[src/rtl/cla_pkg.sv]
// Shared constants for the multiword carry-lookahead add/sub sequencer.
// FSM state encoding and the default word-adder width.
package cla_pkg;

  localparam int CLA_WORD = 32;

  localparam logic [1:0] ST_IDLE = 2'd0;
  localparam logic [1:0] ST_RUN  = 2'd1;
  localparam logic [1:0] ST_DONE = 2'd2;

endpackage

[src/rtl/cla_word_add.sv]
// Combinational W-bit carry-lookahead adder.
// Kogge-Stone prefix over generate/propagate, carry-in folded into bit 0.
module cla_word_add
  import cla_pkg::*;
#(
  parameter int W = CLA_WORD
) (
  input  logic [W-1:0] a,
  input  logic [W-1:0] b,
  input  logic         ci,
  output logic [W-1:0] s,
  output logic         co
);

  localparam int L = $clog2(W);

  logic [W-1:0] w_p;
  logic [W-1:0] w_g  [0:L];
  logic [W-1:0] w_pp [0:L-1];

  assign w_p     = a ^ b;
  assign w_g[0]  = (a & b) | {{(W-1){1'b0}}, w_p[0] & ci};
  assign w_pp[0] = w_p;

  // Low bits shift in zeros: their group result is already final.
  for (genvar k = 1; k <= L; k++) begin : g_lvl
    assign w_g[k] = w_g[k-1] |
                    (w_pp[k-1] & (w_g[k-1] << (1 << (k-1))));
    if (k < L) begin : g_p
      assign w_pp[k] = w_pp[k-1] &
                       ~((~w_pp[k-1]) << (1 << (k-1)));
    end
  end

  assign s  = w_p ^ {w_g[L][W-2:0], ci};
  assign co = w_g[L][W-1];

endmodule

[src/rtl/cla_multiword_addsub_seq.sv]
// Multiword add/subtract that reuses one WORD-bit CLA over NWORDS cycles,
// LS word first, carry chained through a register.
module cla_multiword_addsub_seq
  import cla_pkg::*;
#(
  parameter int WORD   = CLA_WORD,
  parameter int NWORDS = 4
) (
  input  logic                   clk,
  input  logic                   rst,
  input  logic                   in_valid,
  output logic                   in_ready,
  input  logic [WORD*NWORDS-1:0] a,
  input  logic [WORD*NWORDS-1:0] b,
  input  logic                   sub,
  output logic                   out_valid,
  input  logic                   out_ready,
  output logic [WORD*NWORDS-1:0] s,
  output logic                   cout,
  output logic                   ovf
);

  localparam int TW = WORD * NWORDS;
  localparam int IW = $clog2(NWORDS);

  logic [1:0]    r_state;
  logic [1:0]    w_next;
  logic [IW-1:0] r_idx;
  logic          r_carry;
  logic [TW-1:0] r_opa;
  logic [TW-1:0] r_opb;
  logic [TW-1:0] r_s;
  logic          r_cout;
  logic          r_ovf;

  logic [WORD-1:0] w_wa;
  logic [WORD-1:0] w_wb;
  logic [WORD-1:0] w_sum;
  logic            w_co;
  logic            w_last;
  logic            w_accept;
  logic            w_run;
  logic            w_cmsb;

  assign w_wa     = r_opa[r_idx*WORD +: WORD];
  assign w_wb     = r_opb[r_idx*WORD +: WORD];
  assign w_last   = (r_idx == IW'(NWORDS-1));
  assign w_accept = in_valid && (r_state == ST_IDLE);
  assign w_run    = (r_state == ST_RUN);
  assign w_cmsb   = w_wa[WORD-1] ^ w_wb[WORD-1] ^ w_sum[WORD-1];

  cla_word_add #(
    .W (WORD)
  ) u_add (
    .a  (w_wa),
    .b  (w_wb),
    .ci (r_carry),
    .s  (w_sum),
    .co (w_co)
  );

  always_ff @(posedge clk) begin
    if (rst) r_state <= ST_IDLE;
    else     r_state <= w_next;
  end

  always_comb begin
    w_next = r_state;
    unique case (r_state)
      ST_IDLE: if (in_valid)  w_next = ST_RUN;
      ST_RUN:  if (w_last)    w_next = ST_DONE;
      ST_DONE: if (out_ready) w_next = ST_IDLE;
      default:                w_next = ST_IDLE;
    endcase
  end

  always_comb begin
    in_ready  = (r_state == ST_IDLE);
    out_valid = (r_state == ST_DONE);
  end

  always_ff @(posedge clk) begin
    if (rst) begin
      r_idx   <= '0;
      r_carry <= 1'b0;
      r_opa   <= '0;
      r_opb   <= '0;
      r_s     <= '0;
      r_cout  <= 1'b0;
      r_ovf   <= 1'b0;
    end else begin
      if (w_accept) begin
        r_opa   <= a;
        r_opb   <= sub ? ~b : b;
        r_carry <= sub;
        r_idx   <= '0;
      end
      if (w_run) begin
        r_s[r_idx*WORD +: WORD] <= w_sum;
        r_carry <= w_co;
        r_idx   <= w_last ? '0 : r_idx + IW'(1);
        if (w_last) begin
          r_cout <= w_co;
          r_ovf  <= w_cmsb ^ w_co;
        end
      end
    end
  end

  assign s    = r_s;
  assign cout = r_cout;
  assign ovf  = r_ovf;

endmodule

[config.mk]
export PLATFORM = sky130hd
export DESIGN_NAME = cla_multiword_addsub_seq
export DESIGN_NICKNAME = d
export VERILOG_FILES = /design/src/rtl/cla_pkg.sv /design/src/rtl/cla_word_add.sv /design/src/rtl/cla_multiword_addsub_seq.sv
export SDC_FILE = /design/constraint.sdc
export NUM_CORES = 1
export LEC_CHECK = 0
export BUFFER_PORTS_ARGS = -buffer_cell sky130_fd_sc_hd__buf_2
export CORE_ASPECT_RATIO = 1.1
export CORE_MARGIN = 1
export CORE_UTILIZATION = 40
export CTS_CLUSTER_SIZE = 14
export DETAILED_ROUTE_END_ITERATION = 7
export GPL_ROUTABILITY_DRIVEN = 0
export GPL_TIMING_DRIVEN = 0
export MAX_ROUTING_LAYER = met4
export PLACE_DENSITY = 0.62
export SYNTH_ARGS = -nofsm -noshare
export SYNTH_HDL_FRONTEND = slang
export SYNTH_SLANG_ARGS = --single-unit
[constraint.sdc]
create_clock -name clk -period 5 [get_ports clk]
set_input_delay 0.75 -clock clk [delete_from_list [all_inputs] [get_ports clk]]
set_output_delay 0.75 -clock clk [all_outputs]
set_load 0.02 [all_outputs]
==> results of run 1 <==
[worst max path at each step]
stage	start	end	slack, ns	cells after the start
after floorplan	r_idx[0]	s[29]	1.0	15
after global placement	r_idx[1]	s[58]	-0.06	15
after detailed placement	r_idx[0]	s[61]	-0.17	15
after CTS	r_idx[0]	s[61]	0.01	14
after global routing	r_idx[0]	s[61]	0.14	14
final	r_idx[0]	s[61]	0.31	14
[layer usage]
| metal | GRT usage, % | share of wire [%] | vias to the layer above |
|---|---|---|---|
| met5 | - | 0 | - |
| met4 | 11.4 | 3.7 | 0 |
| met3 | 4.17 | 5.9 | 120 |
| met2 | 47.9 | 49 | 601 |
| met1 | 33.7 | 42 | 7774 |
| li1 | - | - | 7641 |
[cell usage in the layout (no fill, tap or decap), types with 18 or more instances in the layout]
cell	netlist	layout
a211oi_1	130	130
a21oi_1	162	162
a22oi_1	93	93
buf_2	8	396
clkbuf_1	143	146
clkbuf_16	0	43
dfxtp_1	391	391
ha_1	37	37
inv_1	18	18
mux4_2	64	64
nand2_1	300	300
nand3_1	25	25
nor2_1	252	252
o21ai_1	27	27
xnor2_1	143	143
[metrics by stage]
step | instances | hold WS (ns) | setup TNS [ns] | utilization, % | worst slack, ns
6_report | 2972 | 0.429 | 0 | 50.2 | 0.306
3_5_place_dp | 2897 | 0.446 | -0.964 | 46.8 | -0.171
3_3_place_gp | 2897 | 0.440 | -0.349 | 46.8 | -0.0554
5_1_grt | 2972 | 0.424 | 0 | 50.2 | 0.141
2_1_floorplan | 1932 | 0.433 | 0 | - | 0.997
4_1_cts | 2968 | 0.405 | 0 | 50.1 | 0.0141
[where the power goes]
group	switching (mW)	internal, mW	leakage (nW)
Clock	1.30	1.99	0.710
Combinational	0.890	0.513	4.83
Sequential	0.0968	3.29	3.20
Total	2.28	5.80	8.74
[critical path: cells and delay by family, from the launching register on]
family,cells,cell delay [ns]
AO/OA/AOI/OAI,6,1.27
AND/OR/NAND/NOR,3,0.99
buffers and inverters,3,0.93
multiplexers,1,0.59
flip-flops,1,0.41
adder cells (fa/ha/maj),1,0.35
[flip-flops by register name, summed over array words and instances, names as in the netlist]
name     flops
r_opb      128
r_idx        2
r_opa      128
cout         1
s          128
r_state      2
r_carry      1
ovf          1
[final cells by class]
class                      instances  area share [%]
clock buffer                      56            5.54
inverter                          19           0.328
tap                              574            3.30
multi-input combinational       1362            41.8
sequential                       391            36.0
clock inverter                    15            1.06
timing repair buffer             391            9.00
antenna                            4          0.0460
buffer                           160            2.91
[what timing repair did]
item / in CTS / in global routing
hold buffers: 0 / 0
setup buffers: 0 / 0
endpoints found under the setup margin: 20 / 34
gates resized for setup: 4 / 11
[cells by family (layout without fill, tap and decap cells)]
kind of cell	Yosys count	after routing
other	0	4
xor gates and xnor gates	154	154
AOI/OAI and AO/OA	476	476
DFF	391	391
buffers and inverters	179	641
adders and majority gates	39	39
and+or+nand+nor	629	629
muxes	64	64
==> impl_metrics.json, run 1 <==
{
  "synthAdderAreaFrac_pct": 2.86,
  "die_w_um": 202,
  "avgSynthCellArea_um2": 9.10,
  "max_clock_freq_ghz": 0.213,
  "min_from": "a[39]",
  "antenna_found_initial": 4,
  "crit_slowest_cell": "mux4_2",
  "start_kind": "register",
  "placed_area_um2": 20300,
  "fin_crit_ns": 4.69,
  "cts_buffer_depth": 3,
  "holdPathEnd": "r_opa[39]",
  "p_total_mw": 8.08,
  "clkTransAtPathRegs_ns": 0.06,
  "rsz0062_at_grt": "false",
  "dp_hpwl_mm": 51.2,
  "post_route_cells_drive_above_1_share_pct": 23.3,
  "synthXorXnorAreaFrac_pct": 7.67,
  "netlist.area_leader.share_pct": 44.5,
  "hold_path_class": "input port to register",
  "regToRegEndpoint": "s[61]",
  "row_count": 80,
  "cpPeakStageDelay_ns": 0.59,
  "ant_nets": 0,
  "synth_top_family_by_area": "compound AO/OA/AOI/OAI gates",
  "die_area_um2": 44800,
  "rr_worst_depth": 14,
  "synth_commonest_cells": "391 x dfxtp_1, 300 x nand2_1, 252 x nor2_1",
  "syn_nets": 2232,
  "clkLatencyLatePin_ns": 0.56,
  "synth_warnings": 0,
  "first_pass_iters": 6,
  "area_delta_synth_final_pct": 23.6,
  "synthSimpleGateAreaFrac_pct": 14.6,
  "run_status": "complete, no violations",
  "wire_per_inst_um": 21.3,
  "viasPerCell": 5.43,
  "path_cells": "clkbuf_2 -> clkbuf_4 -> clkbuf_4 -> mux4_2 -> ha_1 -> a21oi_1 -> a211oi_1 -> o2111ai_1 -> nand2_1 -> o221ai_4 -> o21ai_2 -> and4b_1 -> nor4b_4 -> o21ai_1",
  "crit_required_ns": 5.42,
  "cts.htree.levels": 2,
  "fin_skew_ns": 0.0140,
  "synth_compound_area_share_pct": 18.3,
  "vias": 16100,
  "synth_edf_count": 0,
  "yosysMostFrequentCell": "dfxtp_1",
  "cts_tree": "done",
  "core_um2": 43300,
  "numCtsBuffers": 42,
  "synthArstFlopShare_pct": 0,
  "detail_route.wirelength_mm": 63.2,
  "ys_top_cells_by_area": "dfxtp_1 45%, mux4_2 8.2%, xnor2_1 7.1%, nand2_1 6.4%, a211oi_1 5.5%",
  "crit_fanout": 10,
  "hold_depth": 3,
  "r2r_start": "r_idx[0]",
  "seqCellArea_um2": 7830,
  "arrival_ns": 5.11,
  "worst_setup_path_end_kind": "register",
  "crit_top_cell": "clkbuf_4",
  "slew_violations": 0,
  "num-nets-final": 2667,
  "synth_area_um2": 17600,
  "n_fill_cell": 4127,
  "synthCells": 1932,
  "grt_max_degree": 14,
  "num_io_pins": 393,
  "drv_cap": 0,
  "track_usage_pct": 28.3,
  "power_density_nw_per_um2": 372,
  "grt_pass1_vias": 16000,
  "die_y_um": 222,
  "yosys.area.top_type": "dfxtp_1",
  "drc": 0,
  "finalCritPeriodShare_pct": 93.9,
  "ff2ff_setup_slack_ns": 0.31,
  "multiInputGateArea_um2": 9080,
  "p_leak_nw": 8.74,
  "port_buffers": 391,
  "clock-root-buffer": "clkbuf_16",
  "synth_flop_cell": "dfxtp_1",
  "final-hold-violation-count": 0,
  "final_cell_area_um2": 21700,
  "tightest_slew_ns": 1.11,
  "synth.area.mux_share_pct": 8.20,
  "peakVddDrop_mv": 0.209,
  "drtIter0Drc": 927,
  "cts.sinks": 391,
  "grt_pass1_wl_mm": 93.6,
  "maxSlewHeadroom_pct": 25.5,
  "ys_types": 63,
  "grt_overflow": 0,
  "ys_seq_elements": 391,
  "ys_seq_area_share_pct": 44.5,
  "critical_path_class": "register to register",
  "start_util_pct": 40.6,
  "setup_viol": 0
}
Power figures use the tool's default switching activity.
==> run 2: changes to the inputs <==
CORE_UTILIZATION = 55   (was 40)
PLACE_DENSITY = 0.81   (was 0.62)
==> impl_metrics.json, run 2 (synthesis gave the netlist of run 1 again) <==
{
  "slew_violations": 0,
  "die_y_um": 190,
  "viasPerCell": 5.94,
  "crit_fanout": 10,
  "regToRegEndpoint": "s[29]",
  "worst_setup_path_end_kind": "register",
  "finalCritPeriodShare_pct": 97.4,
  "ff2ff_setup_slack_ns": 0.13,
  "grt_overflow": 0,
  "num-nets-final": 2663,
  "post_cts_buffers": 0,
  "wire_per_inst_um": 21.2,
  "numCtsBuffers": 38,
  "rr_worst_depth": 13,
  "arrival_ns": 5.27,
  "cts.sinks": 391,
  "fin_skew_ns": 0.0231,
  "clock-root-buffer": "clkbuf_16",
  "die_w_um": 173,
  "p_total_mw": 7.88,
  "start_util_pct": 56.0,
  "cts.htree.levels": 2,
  "run_status": "complete, no violations",
  "core_um2": 31400,
  "peakVddDrop_mv": 0.210,
  "drtIter0Drc": 1811,
  "dp_hpwl_mm": 47.0,
  "power_density_nw_per_um2": 368,
  "die_area_um2": 32700,
  "start_kind": "register",
  "cp-startpoint": "r_idx[1]",
  "ant_nets": 0,
  "row_count": 68,
  "post_route_cells_drive_above_1_share_pct": 23.0,
  "port_buffers": 391,
  "cts_hold_buf": 0,
  "cts_resized": 1,
  "maxSlewHeadroom_pct": 33.0,
  "cts_tree": "done",
  "vias": 16700,
  "fin_crit_ns": 4.87,
  "area_delta_synth_final_pct": 21.9,
  "num_io_pins": 393,
  "critical_path_class": "register to register",
  "cts_buffer_depth": 3,
  "setup_viol": 0,
  "grt_pass1_wl_mm": 90.7,
  "drv_cap": 0,
  "p_leak_nw": 8.70,
  "clkLatencyLatePin_ns": 0.54,
  "mostFrequentLayoutCells": "398 x buf_2, 391 x dfxtp_1, 300 x nand2_1, 252 x nor2_1, 162 x a21oi_1",
  "fin_tns_setup_ns": 0,
  "final_util_pct": 68.3,
  "max_clock_freq_ghz": 0.205,
  "place_ws_ns": 0.0335,
  "grt_max_degree": 15,
  "final-hold-violation-count": 0,
  "n_fill_cell": 2498,
  "first_pass_iters": 6,
  "layout_commonest_cell": "buf_2",
  "tightest_slew_ns": 1.01,
  "clkTransAtPathRegs_ns": 0.06,
  "cp-endpoint": "s[29]",
  "r2r_start": "r_idx[1]",
  "rsz0062_at_grt": "false",
  "drc": 0,
  "track_usage_pct": 37.0,
  "detail_route.wirelength_mm": 59.7,
  "setup_ws_ns": 0.129,
  "grt_pass1_vias": 16500,
  "antenna_found_initial": 2,
  "crit_required_ns": 5.40,
  "hold_path_class": "input port to register"
}
-- run 2: cell types whose count changed in the layout (fill, tap and decap cells not counted), moves of 2 or more --
cell,before,now
clkbuf_1,146,149
buf_2,396,398
clkbuf_16,43,41
clkbuf_4,4,2
-- run 2: how the worst min path moves through the flow --
stage / slack, ns / end / start / depth (start not counted)
detailed placement: 0.45 / r_opa[105] / r_opa[105] / 2
CTS: 0.44 / r_opa[113] / a[113] / 3
finish: 0.45 / r_opa[38] / a[38] / 3
global placement: 0.44 / r_opa[115] / r_opa[115] / 2
floorplan: 0.43 / r_opa[64] / r_opa[64] / 2
global route: 0.45 / r_opa[113] / a[113] / 3
-- run 2: area by class of cell --
type | count | area [um^2] | area share [%]
multi-input cells | 1362 | 9080 | 42.3
inverters | 19 | 71.3 | 0.333
clock inverters | 13 | 194 | 0.904
well taps | 420 | 526 | 2.45
clock buffers | 56 | 1150 | 5.37
plain buffers | 160 | 633 | 2.95
repair buffers | 391 | 1960 | 9.12
flip-flops and latches | 391 | 7830 | 36.5
diodes | 3 | 7.51 | 0.0350
-- run 2: critical path, stage by stage, from the launching register on --
cell,delay [ns]
dfxtp_1,0.42
clkdlybuf4s15_1,0.75
clkbuf_1,0.61
mux4_2,0.47
ha_1,0.39
a21oi_1,0.22
o21ai_1,0.13
a211oi_2,0.22
nand2_1,0.20
o221ai_4,0.32
o21ai_2,0.15
and4b_1,0.22
nor4b_4,0.47
o21ai_1,0.13
-- run 2: per-layer routing --
| metal | up-vias | track usage, % | part of all wire [%] |
|---|---|---|---|
| met3 | 176 | 6.14 | 9.3 |
| met4 | 0 | 16.4 | 4.6 |
| met1 | 7936 | 42.0 | 37 |
| li1 | 7624 | - | - |
| met2 | 977 | 64.2 | 49 |
| met5 | - | - | 0 |
-- run 2: stage by stage --
step	area, um^2	hold WS, ns	std cells
floorplan	17600	0.433	1932
global placement	20100	0.439	2743
detailed placement	20100	0.446	2743
CTS	21400	0.444	2812
global route	21400	0.449	2814
finish	21400	0.446	2815
-- run 2: report_power, final --
part | total [mW] | internal (mW) | switching [mW]
logic | 1.39 | 0.511 | 0.874
clock network | 3.11 | 1.86 | 1.25
registers | 3.39 | 3.29 | 0.0987
total | 7.88 | 5.67 | 2.22
